`config.mk`:
```
export PLATFORM = sky130hd
export DESIGN_NAME = ula_sequencial
export DESIGN_NICKNAME = d
export VERILOG_FILES = /design/src/rtl/ula_pkg.sv /design/src/rtl/ula_comb.sv /design/src/rtl/ula_sequencial.sv
export SDC_FILE = /design/constraint.sdc
export NUM_CORES = 1
export LEC_CHECK = 0
export CAP_MARGIN = 5
export CORE_MARGIN = 3
export CORE_UTILIZATION = 25
export CTS_BUF_LIST = sky130_fd_sc_hd__clkbuf_4 sky130_fd_sc_hd__clkbuf_8
export CTS_CLUSTER_DIAMETER = 30
export DETAILED_ROUTE_END_ITERATION = 16
export PLACE_DENSITY = 0.47
export SYNTH_ARGS = -nofsm -noshare
export SYNTH_HDL_FRONTEND = slang
export SYNTH_SLANG_ARGS = --single-unit
```
`constraint.sdc`:
```
create_clock -name clock -period 3.3 [get_ports clock]
set_clock_uncertainty 0.2 [all_clocks]
set_input_delay 0.33 -clock clock [delete_from_list [all_inputs] [get_ports clock]]
set_output_delay 0.33 -clock clock [all_outputs]
set_load 0.02 [all_outputs]
```
`src/rtl/ula_pkg.sv`:
```
// Shared ALU control codes, FSM state type and the one-bit shift step
// used by the serial shifter.
package ula_pkg;

    localparam logic [3:0] ALU_ADD  = 4'b0000;
    localparam logic [3:0] ALU_SUB  = 4'b0001;
    localparam logic [3:0] ALU_SUB2 = 4'b0010;
    localparam logic [3:0] ALU_SLT  = 4'b0011;
    localparam logic [3:0] ALU_SLTU = 4'b0100;
    localparam logic [3:0] ALU_AND  = 4'b0101;
    localparam logic [3:0] ALU_OR   = 4'b0110;
    localparam logic [3:0] ALU_XOR  = 4'b0111;
    localparam logic [3:0] ALU_LUI  = 4'b1000;
    localparam logic [3:0] ALU_SLL  = 4'b1001;
    localparam logic [3:0] ALU_SRL  = 4'b1010;
    localparam logic [3:0] ALU_SRA  = 4'b1011;
    localparam logic [3:0] ALU_NOR  = 4'b1111;

    typedef enum logic [1:0] {
        ST_IDLE  = 2'd0,
        ST_SHIFT = 2'd1,
        ST_DONE  = 2'd2
    } state_t;

    function automatic logic is_shift_op(input logic [3:0] op);
        return (op == ALU_SLL) || (op == ALU_SRL) || (op == ALU_SRA);
    endfunction

    function automatic logic [31:0] shift_one(input logic [3:0] op, input logic [31:0] w);
        logic [31:0] r;
        case (op)
            ALU_SLL: r = {w[30:0], 1'b0};
            ALU_SRL: r = {1'b0, w[31:1]};
            ALU_SRA: r = {w[31], w[31:1]};
            default: r = w;
        endcase
        return r;
    endfunction

endpackage

```
`src/rtl/ula_comb.sv`:
```
// Single-cycle ALU operations. Shift codes pass B through, which is the
// correct result for a zero shift amount; longer shifts run serially.
module ula_comb
    import ula_pkg::*;
(
    input  logic [3:0]  op,
    input  logic [31:0] a,
    input  logic [31:0] b,
    output logic [31:0] y,
    output logic        ovf,
    output logic        ill
);

    logic [31:0] sum;
    logic [31:0] diff;

    assign sum  = a + b;
    assign diff = a - b;

    always_comb begin
        y   = 32'd0;
        ovf = 1'b0;
        ill = 1'b0;
        case (op)
            ALU_ADD: begin
                y   = sum;
                ovf = (a[31] == b[31]) && (sum[31] != a[31]);
            end
            ALU_SUB, ALU_SUB2: begin
                y   = diff;
                ovf = (a[31] != b[31]) && (diff[31] != a[31]);
            end
            ALU_SLT:  y = {31'd0, $signed(a) < $signed(b)};
            ALU_SLTU: y = {31'd0, a < b};
            ALU_AND:  y = a & b;
            ALU_OR:   y = a | b;
            ALU_XOR:  y = a ^ b;
            ALU_LUI:  y = {b[15:0], 16'h0000};
            ALU_SLL, ALU_SRL, ALU_SRA: y = b;
            ALU_NOR:  y = ~(a | b);
            default:  ill = 1'b1;
        endcase
    end

endmodule

```
`src/rtl/ula_sequencial.sv`:
```
// Sequential ALU: single-cycle ops finish on the accepting edge, shifts
// by k>0 move one bit per clock through a serial shifter.
module ula_sequencial
    import ula_pkg::*;
(
    input  logic        clock,
    input  logic        reset_n,
    input  logic        start,
    input  logic [3:0]  ALUControl,
    input  logic        shamt,
    input  logic [31:0] A,
    input  logic [31:0] B,
    input  logic [4:0]  sa,
    output logic [31:0] result,
    output logic        zero,
    output logic        overflow,
    output logic        illegal,
    output logic        busy,
    output logic        done
);

    state_t      state_reg;
    logic [3:0]  op_reg;
    logic [31:0] work_reg;
    logic [4:0]  cnt_reg;

    logic [4:0]  k_next;
    logic [31:0] comb_y;
    logic        comb_ovf;
    logic        comb_ill;
    logic [31:0] work_shifted;

    assign k_next       = shamt ? sa : A[4:0];
    assign work_shifted = shift_one(op_reg, work_reg);

    ula_comb u_comb (
        .op  (ALUControl),
        .a   (A),
        .b   (B),
        .y   (comb_y),
        .ovf (comb_ovf),
        .ill (comb_ill)
    );

    always_ff @(posedge clock or negedge reset_n) begin
        if (!reset_n) begin
            state_reg <= ST_IDLE;
            op_reg    <= ALU_ADD;
            work_reg  <= 32'd0;
            cnt_reg   <= 5'd0;
            result    <= 32'd0;
            zero      <= 1'b1;
            overflow  <= 1'b0;
            illegal   <= 1'b0;
            busy      <= 1'b0;
            done      <= 1'b0;
        end else begin
            case (state_reg)
                ST_IDLE: begin
                    done <= 1'b0;
                    if (start) begin
                        op_reg   <= ALUControl;
                        work_reg <= B;
                        cnt_reg  <= k_next;
                        busy     <= 1'b1;
                        if (is_shift_op(ALUControl) && (k_next != 5'd0)) begin
                            state_reg <= ST_SHIFT;
                        end else begin
                            state_reg <= ST_DONE;
                            done      <= 1'b1;
                            result    <= comb_y;
                            zero      <= (comb_y == 32'd0);
                            overflow  <= comb_ovf;
                            illegal   <= comb_ill;
                        end
                    end
                end
                ST_SHIFT: begin
                    work_reg <= work_shifted;
                    cnt_reg  <= cnt_reg - 5'd1;
                    // Last bit moves on this edge: publish the shifted word now.
                    if (cnt_reg == 5'd1) begin
                        state_reg <= ST_DONE;
                        done      <= 1'b1;
                        result    <= work_shifted;
                        zero      <= (work_shifted == 32'd0);
                        overflow  <= 1'b0;
                        illegal   <= 1'b0;
                    end
                end
                ST_DONE: begin
                    state_reg <= ST_IDLE;
                    busy      <= 1'b0;
                    done      <= 1'b0;
                end
                default: begin
                    state_reg <= ST_IDLE;
                    busy      <= 1'b0;
                    done      <= 1'b0;
                end
            endcase
        end
    end

endmodule

```
==> run metrics, run 1 <==
CP Class in2reg; f_max 284 MHz; Max-Cap Viols 0; GR Util met3 0.0306; top cell type's share of synthesized area 0.177; post-synthesis sequential area ratio 0.180; global-route wire length before repair roughly 97000 um; largest net degree at the start of global routing 65; Pins Over Slew Limit 0; synthesized cell area 11100 um^2; most common cell after layout, fill and taps aside buf_4; H-tree levels 3; Routed WL 66000 um; Crit. End Element flip-flop; syn nets 1715; Num CTS Buffers 9; data required time of the worst path 3.41 ns; Post-Syn Instances 1535; Routed Antenna Nets 0; actual slew at the worst max-slew pin 0.728 ns; met1 Use GR 0.372; Worst Reg-to-Reg Cells 14; CP max FO 10; dominant cell type by area after synthesis dfrtp_1; # setup viols final 1; normalized max-slew margin 0.513; Hold Path Class in2reg; clock-pin slew on the worst setup and hold paths 0.09 ns; Post-Route Setup TNS -0.224 ns; final hold slack 0.203 ns; ys flop type dfrtp_1; GRT Util Overall 0.270; core footprint between 40000 and 50000 um^2; Hold Path End work_reg[16]$_DFFE_PN0P_; reg2reg start cnt_reg[1]$_DFFE_PN0P_; via/cell ratio about 5.6; synth warn 0; clock buffer depth 2; per-cell routed wire length 24.3 um; fin cells roughly 2700; highest ir drop seen on vdd around 0.00028 V; P&R area growth vs syn 65.1%; DIE WIDTH 217 um; R2R setup slack 0.22 ns; CTS tree done; Initial Util 0.256; Vert. Die Dim 217 um; DR pass1 iterations 6; Rows between 70 and 80; Seq cells post-synth 80; Final Power between 8 and 9 mW; hold depth 3; most frequent cells in the layout 540 x buf_4, 131 x nor2_1, 122 x a21oi_1; crit start category input port; total grt overflow 0; final hold viol count 0; Arr. time, crit path 3.64 ns; layer with the highest usage met2; count of cell types in the netlist 94; Buf/Inv on CP 4; outcome finished with violations; Design Area, Final 18400 um^2; initial antenna violation count 1; DP Area 16600 um^2; die area 47100 um^2; M2 GR Usage 0.434; vias about 15000; unrepaired setup endpoints after global routing yes; clk sinks 80; Avg Inst Size Synth 7.26 um^2; slowest stage cell, crit path clkdlybuf4s50_1; min-delay src B[16]; worst skew pair latency 0.36 ns; Synth area leaders dfrtp_1 18%, ha_1 11%, a21oi_1 6.8%; Root Driver clkbuf_8; Post-Place Setup Slack -1.44 ns; IO Port Bufs ~110; Nets 2300; final worst slack -0.224 ns; asr flop ratio synth 1.00; Tmin final about 3.5 ns; crit-path max cell delay 0.51 ns; hpwl dp 53100 um; DR DRC count 0; GPL Wtd Cong a little under 1; violated checks negative setup slack; share of layout cells above drive strength 1 0.399; Layout Utilization 0.422; power density over the cells 480 nW/um^2; worst-path cell chain clkdlybuf4s50_1, buf_12, nand4bb_2, buf_4, mux2i_1, a221oi_1, o21ai_0, a21oi_2, and4_4, nand4_1, nor4_4, buf_4, nand4_1, nor4_2, a31o_1; DP Cell Count 2651; num ports 114; CP delay by family, top simple AND/OR/NAND/NOR gates; vias in the first global route 15000; Leakage Power 8.00 nW; worst reg2reg endpoint zero$_DFFE_PN1P_; Final period util 1.07; initial drt markers 1468; number of synthesized flops with an enable pin 0
## power by group
group | total (mW) | switching, mW | internal [mW] | leakage, nW
combinational | 5.97 | 3.28 | 2.69 | 6.94
sequential | 2.02 | 0.552 | 1.47 | 0.954
clock | 0.846 | 0.406 | 0.439 | 0.107
## worst max path at each step
stage | from | to | slack (ns) | cells past startpoint
2_1_floorplan | A[0] | zero$_DFFE_PN1P_ | 0.002 | 13
3_3_place_gp | B[0] | zero$_DFFE_PN1P_ | -1.38 | 17
3_5_place_dp | B[0] | zero$_DFFE_PN1P_ | -1.44 | 17
4_1_cts | B[0] | zero$_DFFE_PN1P_ | -0.08 | 17
5_1_grt | ALUControl[0] | zero$_DFFE_PN1P_ | -0.39 | 15
6_report | ALUControl[0] | zero$_DFFE_PN1P_ | -0.22 | 15
## metal layers
| metal | vias to the layer above | part of all wire |
|---|---|---|
| li1 | 6980 | - |
| met1 | 7376 | 0.45 |
| met2 | 627 | 0.45 |
| met3 | 119 | 0.060 |
| met4 | 0 | 0.043 |
| met5 | - | 0 |
## kinds of logic after synthesis
| kind of cell | Yosys count | synth area share |
|---|---|---|
| compound gates | 573 | 0.359 |
| xor+xnor | 5 | 0.00461 |
| fa+ha+maj | 103 | 0.117 |
| buf+inv | 218 | 0.0802 |
| flops | 80 | 0.180 |
| mux | 17 | 0.0154 |
| simple gates | 539 | 0.244 |
## final cells by class
cell class	count	area, um^2
Sequential cell	80	2000
Timing Repair Buffer	691	5610
Clock buffer	10	131
Tap cell	585	732
Inverter	101	382
Multi-Input combinational cell	1237	9440
Antenna cell	1	2.50
Fill cell	4616	25200
Clock inverter	6	92.6
## what timing repair did
item                                   4_1_cts  5_1_grt
hold buffers                                 1        0
cloned                                       0        0
resized for setup                          288      123
endpoints found under the hold margin       37        0
setup buffers                               37        8
setup endpoints to repair                   22       11
pin swaps                                   74       52
## synthesized netlist by cell type, types with 10 or more instances
master and count:
a211oi_1 15, a21o_1 12, a21oi_1 151, a221o_1 38
a221oi_1 40, a22oi_1 27, buf_2 30, clkbuf_1 73
dfrtp_1 79, ha_1 101, inv_1 100, mux2i_1 16
nand2_1 122, nand2b_1 43, nand3_1 58, nand4_1 27
nor2_1 139, nor2b_1 15, nor3_1 50, nor4_1 19
o211ai_1 22, o21a_1 10, o21ai_0 90, o221ai_1 10
o22ai_1 29, o31a_1 11, o31ai_1 11
## tightest hold or removal path: stages
cell and delay (ns):
clkbuf_2 0.10, buf_4 0.16, a221o_1 0.15
Power figures use the tool's default switching activity.
==> run 2: changes to the inputs <==
HOLD_SLACK_MARGIN = 0.15   (was unset)
==> results of run 2 <==
Same layout as run 1: the final DEF is identical, and so are final timing and power.
